===== config.mk =====
export PLATFORM = sky130hd
export DESIGN_NAME = rgb_fade_sequencer
export DESIGN_NICKNAME = d
export VERILOG_FILES = /design/src/rtl/rgb_mixer_pkg.sv /design/src/rtl/rgb_tick_gen.sv /design/src/rtl/rgb_fade_sequencer.sv
export SDC_FILE = /design/constraint.sdc
export NUM_CORES = 1
export LEC_CHECK = 0
export BUFFER_PORTS_ARGS = -buffer_cell sky130_fd_sc_hd__buf_4
export CAP_MARGIN = 20
export CORE_MARGIN = 2
export CORE_UTILIZATION = 45
export DETAILED_ROUTE_END_ITERATION = 12
export MAX_ROUTING_LAYER = met4
export PLACE_DENSITY = 0.73
export SYNTH_ARGS = -nofsm -noshare
export SYNTH_HDL_FRONTEND = slang
export SYNTH_HIERARCHICAL = 1
export SYNTH_SLANG_ARGS = --single-unit

===== constraint.sdc =====
create_clock -name clk -period 4.4 [get_ports clk]
set_clock_uncertainty 0.15 [all_clocks]
set_input_delay 0.44 -clock clk [delete_from_list [all_inputs] [get_ports clk]]
set_output_delay 0.44 -clock clk [all_outputs]
set_load 0.005 [all_outputs]

===== src/rtl/rgb_mixer_pkg.sv =====
// Shared definitions for the RGB fade sequencer: FSM encoding and register map.
package rgb_mixer_pkg;

  typedef enum logic [1:0] {
    StIdle,
    StFade,
    StHold
  } state_e;

  localparam int unsigned NUM_CH    = 3;
  localparam int unsigned CH_STRIDE = 3;
  localparam logic [3:0]  ADDR_HOLD = 4'd15;

  // Register address of preset p, channel c.
  function automatic logic [3:0] preset_addr(int unsigned p, int unsigned c);
    return 4'(p * CH_STRIDE + c);
  endfunction

endpackage


===== src/rtl/rgb_tick_gen.sv =====
// Free-running prescaler: one-cycle tick every TICK_DIV cycles while run is high.
module rgb_tick_gen #(
  parameter int unsigned TICK_DIV = 1000
) (
  input  logic clk,
  input  logic reset_n,
  input  logic run,
  output logic tick
);

  localparam int unsigned CntW = $clog2(TICK_DIV);
  localparam logic [CntW-1:0] CntMax = CntW'(TICK_DIV - 1);

  logic [CntW-1:0] cnt_q, cnt_d;

  // Count 0..TICK_DIV-1, clearing whenever run drops.
  always_comb begin
    cnt_d = cnt_q;
    if (!run || cnt_q == CntMax) begin
      cnt_d = '0;
    end else begin
      cnt_d = cnt_q + 1'b1;
    end
  end

  // Prescaler state.
  always_ff @(posedge clk or negedge reset_n) begin
    if (!reset_n) begin
      cnt_q <= '0;
    end else begin
      cnt_q <= cnt_d;
    end
  end

  assign tick = run && (cnt_q == CntMax);

endmodule


===== src/rtl/rgb_fade_sequencer.sv =====
// Steps three PWM duty levels one unit per tick toward a preset colour, holds,
// then advances to the next preset.
module rgb_fade_sequencer
  import rgb_mixer_pkg::*;
#(
  parameter int unsigned WIDTH       = 8,
  parameter int unsigned NUM_PRESETS = 4,
  parameter int unsigned TICK_DIV    = 1000,
  localparam int unsigned IdxW       = $clog2(NUM_PRESETS)
) (
  input  logic             clk,
  input  logic             reset_n,
  input  logic             enable,
  input  logic             cfg_we,
  input  logic [3:0]       cfg_addr,
  input  logic [WIDTH-1:0] cfg_wdata,
  output logic [WIDTH-1:0] level0,
  output logic [WIDTH-1:0] level1,
  output logic [WIDTH-1:0] level2,
  output logic [IdxW-1:0]  seq_idx,
  output logic             busy,
  output logic             step_done
);

  logic [WIDTH-1:0] preset_q [NUM_PRESETS][NUM_CH];
  logic [WIDTH-1:0] hold_q;
  logic [WIDTH-1:0] hold_cnt_q;
  logic [WIDTH-1:0] level_q    [NUM_CH];
  logic [WIDTH-1:0] target     [NUM_CH];
  logic [WIDTH-1:0] level_step [NUM_CH];
  logic [IdxW-1:0]  seq_idx_q;
  logic             busy_q;
  logic             step_done_q;
  logic             at_target;
  logic             tick;
  state_e           state_q;

  rgb_tick_gen #(
    .TICK_DIV (TICK_DIV)
  ) u_tick_gen (
    .clk     (clk),
    .reset_n (reset_n),
    .run     (enable),
    .tick    (tick)
  );

  // Configuration registers; unmapped addresses fall through every compare.
  always_ff @(posedge clk or negedge reset_n) begin
    if (!reset_n) begin
      hold_q <= '0;
      for (int unsigned p = 0; p < NUM_PRESETS; p++) begin
        for (int unsigned c = 0; c < NUM_CH; c++) begin
          preset_q[p][c] <= '0;
        end
      end
    end else if (cfg_we) begin
      if (cfg_addr == ADDR_HOLD) begin
        hold_q <= cfg_wdata;
      end
      for (int unsigned p = 0; p < NUM_PRESETS; p++) begin
        for (int unsigned c = 0; c < NUM_CH; c++) begin
          if (cfg_addr == preset_addr(p, c)) begin
            preset_q[p][c] <= cfg_wdata;
          end
        end
      end
    end
  end

  // Live target lookup and saturating one-step move toward it.
  always_comb begin
    at_target = 1'b1;
    for (int unsigned c = 0; c < NUM_CH; c++) begin
      target[c]     = preset_q[seq_idx_q][c];
      level_step[c] = level_q[c];
      if (level_q[c] < target[c]) begin
        level_step[c] = level_q[c] + 1'b1;
      end else if (level_q[c] > target[c]) begin
        level_step[c] = level_q[c] - 1'b1;
      end
      if (level_q[c] != target[c]) begin
        at_target = 1'b0;
      end
    end
  end

  // Sequencer FSM with registered outputs; enable low overrides every state.
  always_ff @(posedge clk or negedge reset_n) begin
    if (!reset_n) begin
      state_q     <= StIdle;
      seq_idx_q   <= '0;
      hold_cnt_q  <= '0;
      busy_q      <= 1'b0;
      step_done_q <= 1'b0;
      for (int unsigned c = 0; c < NUM_CH; c++) begin
        level_q[c] <= '0;
      end
    end else begin
      step_done_q <= 1'b0;
      if (!enable) begin
        state_q <= StIdle;
        busy_q  <= 1'b0;
      end else begin
        unique case (state_q)
          StIdle: begin
            state_q <= StFade;
            busy_q  <= 1'b1;
          end
          StFade: begin
            if (at_target) begin
              state_q     <= StHold;
              busy_q      <= 1'b0;
              step_done_q <= 1'b1;
              hold_cnt_q  <= '0;
            end else if (tick) begin
              level_q <= level_step;
            end
          end
          StHold: begin
            // Compare before counting so a hold of 0 advances immediately.
            if (hold_cnt_q == hold_q) begin
              seq_idx_q <= seq_idx_q + 1'b1;
              state_q   <= StFade;
              busy_q    <= 1'b1;
            end else if (tick) begin
              hold_cnt_q <= hold_cnt_q + 1'b1;
            end
          end
          default: begin
            state_q <= StIdle;
            busy_q  <= 1'b0;
          end
        endcase
      end
    end
  end

  assign level0    = level_q[0];
  assign level1    = level_q[1];
  assign level2    = level_q[2];
  assign seq_idx   = seq_idx_q;
  assign busy      = busy_q;
  assign step_done = step_done_q;

endmodule


==> flow_results.org, run 1 <==
** Run status
- The flow ran to the end, and the final reports show no timing, DRC or antenna violations.

** Synth
- The commonest cells after synthesis are sky130_fd_sc_hd__dfrtp_1 (151), sky130_fd_sc_hd__mux2_2 (104), sky130_fd_sc_hd__ha_1 (44).
- Largest area contributor in the netlist :: sky130_fd_sc_hd__dfrtp_1
- The netlist uses 51 different library cells.
- Post-Syn Area :: 0.008059 mm^2
- Share of the synthesized area in the top cell type :: between 40 and 50%
- Synth Register Bits :: around 150
- Syn Nets :: 700
- Top FF cell, synth :: sky130_fd_sc_hd__dfrtp_1
- Most frequent cell after synthesis :: sky130_fd_sc_hd__dfrtp_1
- The cell count after synthesis came out at ~640.
- Share of synthesized flip-flops with an asynchronous set or reset :: between 90% and 100%
- Count of warnings emitted by yosys :: 6
- Share of synthesized area occupied by flip-flops and latches :: 46.89%
- Post-Syn Area per Cell :: 12.65 um^2
- Count of flip-flops with a built-in enable after synthesis :: 0
- Yosys attributes the largest share of cell area to sky130_fd_sc_hd__dfrtp_1 (47%), sky130_fd_sc_hd__mux2_2 (15%), sky130_fd_sc_hd__ha_1 (6.8%), sky130_fd_sc_hd__mux4_2 (6.7%), sky130_fd_sc_hd__mux2_4 (2.8%).

** Worst setup path
- Startpoint Class :: flip-flop
- Crit path max fanout :: 16
- Endpoint arrival time on the critical path :: a little over 4 ns
- At the worst endpoint, the required time is around 4.6 ns.
- The worst register-to-register path has a depth of 14.
- The worst setup path is captured at a flip-flop.
- Kind of critical path :: flip-flop to flip-flop

** Placed design
- Once placement finished, the instance area stood at between 0.008 and 0.009 mm^2.
- Detailed placement finished with a half-perimeter wire length of ~12 mm.
- RD Place Congestion :: 0.8636
- Buffers placed on the I/O ports in this run total 43.

** Clock network
- TritonCTS built the clock tree.
- Clk root buf :: sky130_fd_sc_hd__clkbuf_16
- Post-cts repair resize count :: 0
- Deepest level of the CTS H-tree :: 4
- The tree built by TritonCTS fans out to about 150 sinks.
- In this run the deepest clock path goes through 2 buffers.
- Clk slew on worst S/H paths :: ~0.06 ns
- # hold bufs at CTS :: 1
- Buffers inserted during clock tree synthesis total 17.
- For the worst-skew pair, the clock arrives at the later sink with an insertion delay of between 0.4 and 0.5 ns.
- Buffer count from post-CTS setup fixing :: 0

** Global routing
- Aggregate global-route resource usage :: 19.97%
- The first global-routing pass estimated 27.98 mm of wire.
- Overflow left after global routing :: 0
- Entering global routing, the biggest net connects 83 pins.
- The via count of the first global-routing pass came to around 5,500.
- The number of antenna violations at the first check in global routing was 0.

** Power
- Power per cell area :: around 420 mW/mm^2
- For this design the static power due to leakage is 4.331 nW.
- Maximum vdd ir drop :: between 200 and 250 uV

** STA
- Setup violations remaining at the end of the flow were counted as 0.
- Setup repair after global routing left no endpoint under its margin.
- The number of slew-limit violations in the final report was 0.
- Hold timing on the final database bottoms out at a slack of between 0.1 and 0.15 ns.
- Min Clock Period, post-route :: roughly 4.0 ns
- Headroom to the max-slew limit came out at around 36%.
- Timing would allow up to between 200 and 300 MHz.
- Total Neg Setup Slack :: 0 ns
- The number of failing hold endpoints at the final stage was 0.
- Transition time at the pin with the least slew margin :: 0.9627 ns
- After layout, the worst path uses approximately nine tenths of the clock period.

** Die
- Horiz. Die Dim :: 137.8 um
- DIE AREA :: 0.01900 mm^2
- Core area :: roughly 0.017 mm^2
- During I/O placement, the number of pins put on the boundary was 44.
- The die is 137.8 um tall.
- For this configuration, the core starts out at a cell density of between 40 and 50%.
- After floorplanning, the core was divided into between 40 and 50 placement rows.

** Worst hold path
- Counting instances, the worst hold path has a depth of 2.
- Hold crit path type :: input port to flip-flop

** Detailed routing
- WL per Instance :: between 15 and 20 um
- The routed layout has 5,156 vias.
- The detail route stage leaves a number of antenna-violating nets equal to 0.
- Number of design-rule violations left by the first detailed-router iteration :: between 200 and 300
- Post-detailed-routing wire length :: between 15 and 20 mm
- Initial DRT Pass Iterations :: 4
- Vias per Instance :: 5.598
- Post-route DRC violation count :: 0

** Flow run
- Maximum Capacitance Violations :: 0

** Final layout
- The post-route netlist has 33.48% of its cells at a drive strength greater than 1.
- Final antenna diode count :: 0
- P&R area growth vs syn :: 14.61%
- For this run, the post-layout net count is ~750.
- The filler cells instantiated in the layout total about 1,400.
- Final Instance Area :: 0.009236 mm^2
registers in the layout, summed over array words and instances, names as in the netlist:
name              flops
busy                  1
hold_cnt_q            8
hold_q                8
level0                8
level1                8
level2                8
preset_q             96
seq_idx               2
state_q               1
step_done             1
u_tick_gen/cnt_q     10
final cells by class:
class,instances,area (um^2),area share (%)
clock buffers,18,429.2,4.646
repair buffers,49,374.1,4.050
multi-input cells,432,4064,44.00
flip-flops and latches,151,3779,40.91
clock inverters,14,188.9,2.046
inverters,32,120.1,1.300
well taps,225,281.5,3.048
report_power, final:
part           switching [mW]  internal (mW)  total (mW)
Clock                   0.623          0.910        1.53
Sequential              0.122           1.61        1.74
Combinational           0.260          0.323       0.583
final timing paths:
path,startpoint,to,slack [ns]
setup / recovery,seq_idx[0]$_DFFE_PN0P_,level2[7]$_DFFE_PN0P_,0.41
hold / removal,enable,busy$_DFFE_PN0P_,0.14
setup reg to reg,seq_idx[0]$_DFFE_PN0P_,level2[7]$_DFFE_PN0P_,0.41
hold reg to reg,hold_cnt_q[7]$_DFFE_PN0P_,hold_cnt_q[7]$_DFFE_PN0P_,0.35
max in group asynchronous,reset_n,preset_q[92]$_DFFE_PN0P_,2.60
min in group asynchronous,reset_n,hold_cnt_q[5]$_DFFE_PN0P_,0.46
kinds of logic (layout without fill, tap and decap cells):
family,count (synthesis),after routing,share of synthesized area [%]
XOR/XNOR,36,36,3.913
flip-flops,151,151,46.89
multiplexers,143,143,24.03
AND/OR/NAND/NOR,125,125,8.710
buffers and inverters,54,113,2.686
AO/OA/AOI/OAI,81,81,6.195
adder cells (fa/ha/maj),47,47,7.577
per-stage QoR:
stage | total power, mW | utilization [%] | instances | setup slack, ns
finish | 3.852 | 53.03 | 921 | 0.4127
global route | 4.030 | 53.03 | 921 | 0.09985
CTS | 3.879 | 53.03 | 921 | 0.4459
detailed placement | 2.340 | 49.43 | 888 | 0.4693
global placement | 2.284 | 49.43 | 888 | 0.6036
floorplan | 2.159 | - | 637 | 0.5315
placed cells by master (no fill, tap or decap), types with 8 or more instances in the layout:
cell and instances:
sky130_fd_sc_hd__xor2_1 15, sky130_fd_sc_hd__nand2b_1 11, sky130_fd_sc_hd__mux2_2 104, sky130_fd_sc_hd__nand2_1 24
sky130_fd_sc_hd__nor2_1 36, sky130_fd_sc_hd__a21o_1 13, sky130_fd_sc_hd__mux4_2 24, sky130_fd_sc_hd__mux2_4 15
sky130_fd_sc_hd__inv_1 32, sky130_fd_sc_hd__buf_4 47, sky130_fd_sc_hd__ha_1 44, sky130_fd_sc_hd__clkbuf_16 17
sky130_fd_sc_hd__nand3_1 12, sky130_fd_sc_hd__a21oi_1 26, sky130_fd_sc_hd__xnor2_1 21, sky130_fd_sc_hd__and3_1 8
sky130_fd_sc_hd__dfrtp_1 151, sky130_fd_sc_hd__o21ai_0 18
worst max-delay path: stages, from the launching register on:
cell                       delay [ns]
sky130_fd_sc_hd__dfrtp_1         0.34
sky130_fd_sc_hd__buf_4           0.32
sky130_fd_sc_hd__mux4_2          0.55
sky130_fd_sc_hd__inv_1           0.07
sky130_fd_sc_hd__ha_1            0.23
sky130_fd_sc_hd__a21oi_1         0.16
sky130_fd_sc_hd__o21ai_0         0.13
sky130_fd_sc_hd__a21o_1          0.31
sky130_fd_sc_hd__ha_1            0.39
sky130_fd_sc_hd__a21oi_1         0.20
sky130_fd_sc_hd__a21boi_0        0.15
sky130_fd_sc_hd__o41ai_1         0.42
sky130_fd_sc_hd__and2_1          0.19
sky130_fd_sc_hd__o21ai_0         0.11
sky130_fd_sc_hd__xnor2_1         0.15
per-layer routing:
layer	vias to the layer above	part of all wire, %	global-route usage (%)
met2	94	50	32.31
met1	2669	44	24.67
met3	30	3.6	4.415
met4	0	2.1	7.483
li1	2363	-	-
met5	-	0	-
Power figures use the tool's default switching activity.
==> inputs of run 2 (changes only) <==
--- a/config.mk
+++ b/config.mk
@@ -8,10 +8,11 @@
 export BUFFER_PORTS_ARGS = -buffer_cell sky130_fd_sc_hd__buf_4
 export CAP_MARGIN = 20
 export CORE_MARGIN = 2
-export CORE_UTILIZATION = 45
+export CORE_UTILIZATION = 25
 export DETAILED_ROUTE_END_ITERATION = 12
+export GPL_TIMING_DRIVEN = 0
 export MAX_ROUTING_LAYER = met4
-export PLACE_DENSITY = 0.73
+export PLACE_DENSITY = 0.5
 export SYNTH_ARGS = -nofsm -noshare
 export SYNTH_HDL_FRONTEND = slang
 export SYNTH_HIERARCHICAL = 1
==> run 2 against run 1 <==
Hold slack worse by 0.022 ns. Sequential power about the same. Non-clock buffer count increased by 17. Clock power is 8% lower. Total power decreased by 3.7%. Sequential share of layout area decreased by 1.2 points. Worst setup slack got worse by 0.14 ns. Clock-buffer cell count decreased by 1. Design area increased by 3.0%. Critical endpoint is now level1[6]$_DFFE_PN0P_.
==> flow_results.org, run 2 (synthesis results as in run 1) <==
** Final layout
- Fraction of final layout cells sized beyond drive strength 1 :: 33.94% (+0.46 points)
- Final Instance Area :: 0.009518 mm^2 (+3.0%)
- Largest registers :: preset_q: 96 flops, u_tick_gen/cnt_q: 10 flops
- Ranked by flip-flop count, first place goes to preset_q.
- Fin util :: 30.09% (-23 points)
- Net total in the final layout :: 763 (+2.3%)
- The final non-filler cell total is 1,115 (+21%).
- Leaving out fill and tap cells, the most frequent cell in the layout is sky130_fd_sc_hd__dfrtp_1.
- From synthesis to final layout, the design area changed by 18.10%.
- The number of flip-flops in the largest register was 96 (unchanged).
- Final antenna diode count :: 0 (unchanged)
- In the layout the commonest cells are sky130_fd_sc_hd__dfrtp_1 (151), sky130_fd_sc_hd__mux2_2 (104), sky130_fd_sc_hd__ha_1 (44).

** Die
- Initial core utilization :: 25.47% (-21 points)
- DIE AREA :: 0.03369 mm^2 (+77%)
- Horiz. Die Dim :: 183.5 um (+33%)
- The standard cell core area is 0.03164 mm^2 (+82%).
- I/O pin total :: 44 (unchanged)
- Die H :: 183.5 um (+33%)
- Number of placement rows :: 65 (+35%)

** Flow run
- Maximum Capacitance Violations :: 0 (unchanged)

** Power
- Power per cell area :: 389.7 mW/mm^2 (-6.6%)
- Int Pwr :: 2.684 mW (-5.7%)
- The worst ir drop on vdd was 222.3 uV (-1.1%).
- Share of power burned in the clock network :: 37.9% (-1.9 points)
- Sequential power share :: 46.6% (+1.5 points)
- The static power due to leakage came to 4.347 nW (+0.36%).
- Total net switching power :: 1.025 mW (+2.1%)
- The combinational power share is 15.6% (+0.5 points).
- Proportion of total power due to net switching :: 27.63% (+1.6 points)

** Clock network
- Clock sinks :: 151 (unchanged)
- The worst-skew pair later-pin latency came to 0.43 ns (about the same).
- Worst-case clock buffer depth :: 2 (unchanged)
- Clk slew on worst S/H paths :: 0.08 ns (+0.02 ns)
- TritonCTS clock tree :: built
- The maximum level of the CTS H-tree was 4 (unchanged).
- Buffer count from post-CTS setup fixing :: 0 (unchanged)
- Total clock buffers created by CTS :: 17 (unchanged)
- Clk root buf :: sky130_fd_sc_hd__clkbuf_16

** Placed design
- The placement-stage worst setup slack was -0.2158 ns (-0.6851 ns).
- RD Place Congestion :: 0.7099 (-18%)
- The HPWL after detailed placement was 12.48 mm (+4.6%).
- The number of buffers inserted by port buffering was 43 (unchanged).
- The number of placed cells counting well taps was 1,083 (+22%).
- The total cell area at the placement stage is 0.008920 mm^2 (+3.6%).

** Detailed routing
- The first-iteration detailed-routing DRC count is 232 (-13%).
- Vias per Instance :: 4.524 (-19%)
- Routed vias :: 5,044 (-2.2%)
- WL per Instance :: 15.63 um (-15%)
- The total wire length is 17.42 mm (+3.2%).
- Initial DRT Pass Iterations :: 4 (unchanged)
- Post-route DRC violation count :: 0 (unchanged)
- Number of nets still failing antenna checks after routing :: 0 (unchanged)

** Worst setup path
- The critical path in this run is classified as flip-flop to flip-flop.
- Endpoint arrival time on the critical path :: 4.29 ns (+0.14 ns)
- The required time of the worst setup path is 4.56 ns (about the same).
- Startpoint Class :: flip-flop
- STA classifies the critical path endpoint as a flip-flop.
- Crit path max fanout :: 10 (-6)
- The register-to-register path setup slack was 0.28 ns (-0.14 ns).

** STA
- Final clock period utilization by the worst path :: 93.74% (+3.1 points)
- Worst rel slew slack :: 32.42% (-3.3 points)
- Final setup margin :: 0.2755 ns (-0.1372 ns)
- Final hold vios :: 0 (unchanged)
- Number of pins with negative max-slew slack in the final report :: 0 (unchanged)
- Unrepaired setup endpoints after global routing :: false
- FMAX :: 242.5 MHz (-3.3%)
- The transition time at the pin with the least slew margin was 1.010 ns (+0.04733 ns).
- Number of setup violations in the final report :: 0 (unchanged)
- The final period demand of the worst path was 4.125 ns (+0.1372 ns).

** Global routing
- The first-pass GRT wire length was 28.76 mm (+2.8%).
- Overflow left after global routing :: 0 (unchanged)
- The via count of the first global-routing pass is 5,145 (-6.0%).
- Pin count of the biggest net entering global routing :: 81 (-2.4%)
- The number of antenna violations at the first check in global routing was 0 (unchanged).
- Aggregate global-route resource usage :: 11.42% (-8.5 points)

** Run status
- Result of the run :: finished clean

** Worst hold path
- Hold crit path type :: input port to flip-flop
==> run 2: repair_timing <==
action,CTS,global route
setup endpoints to repair,8,8
hold endpoints to repair,71,0
hold buffers,1,0
pin swaps,0,0
resized for setup,5,7
==> run 2: worst max-delay path, cell delays in order, from the launching register on <==
cell	delay, ns
sky130_fd_sc_hd__dfrtp_1	0.38
sky130_fd_sc_hd__clkbuf_4	0.26
sky130_fd_sc_hd__buf_8	0.20
sky130_fd_sc_hd__mux4_2	0.59
sky130_fd_sc_hd__inv_1	0.09
sky130_fd_sc_hd__ha_1	0.23
sky130_fd_sc_hd__a21oi_1	0.15
sky130_fd_sc_hd__o21ai_0	0.11
sky130_fd_sc_hd__a21o_1	0.32
sky130_fd_sc_hd__fa_1	0.45
sky130_fd_sc_hd__a21o_1	0.17
sky130_fd_sc_hd__a21o_1	0.20
sky130_fd_sc_hd__a21o_1	0.18
sky130_fd_sc_hd__a21oi_1	0.19
sky130_fd_sc_hd__xnor2_1	0.09
sky130_fd_sc_hd__mux2_4	0.25
==> run 2: area by class of cell <==
type	count	area, um^2
clock inverter	15	132.6
sequential	151	3779
inverter	32	120.1
buffer	21	110.1
clock buffer	17	425.4
tap	402	503.0
multi-input combinational	432	4080
timing repair buffer	45	367.9
fill	3153	22120
==> run 2: per-stage QoR <==
stage          setup TNS, ns  hold slack, ns  total power [mW]
6_report                   0          0.1185             3.709
3_3_place_gp          -1.118          0.3333             2.316
2_1_floorplan              0       -0.005591             2.159
4_1_cts                    0         0.09932             3.769
5_1_grt                    0          0.1081             3.925
3_5_place_dp          -1.175          0.3164             2.341
==> run 2: power groups by stage <==
stage | clock network (mW) | registers, mW | logic (mW)
2_1_floorplan | 0 | 1.71 | 0.447
4_1_cts | 1.45 | 1.73 | 0.590
3_3_place_gp | 0 | 1.75 | 0.568
3_5_place_dp | 0 | 1.75 | 0.588
6_report | 1.40 | 1.73 | 0.577
5_1_grt | 1.51 | 1.76 | 0.655
==> run 2: final timing paths <==
kind / start / endpoint / cells past startpoint
max reg2reg: seq_idx[0]$_DFFE_PN0P_ / level1[6]$_DFFE_PN0P_ / 15
min: cfg_wdata[1] / preset_q[49]$_DFFE_PN0P_ / 2
max in group asynchronous: reset_n / level0[0]$_DFFE_PN0P_ / 3
min in group asynchronous: reset_n / hold_cnt_q[4]$_DFFE_PN0P_ / 2
max: seq_idx[0]$_DFFE_PN0P_ / level1[6]$_DFFE_PN0P_ / 15
min reg2reg: hold_cnt_q[7]$_DFFE_PN0P_ / hold_cnt_q[7]$_DFFE_PN0P_ / 1
==> run 2: metal layers <==
layer / up-vias / track usage [%] / routed length, um
met1: 2554 / 15.63 / 8877
met4: 0 / 3.648 / 189
met5: - / - / 0
met3: 12 / 2.258 / 463
met2: 62 / 16.98 / 7893
li1: 2416 / - / -
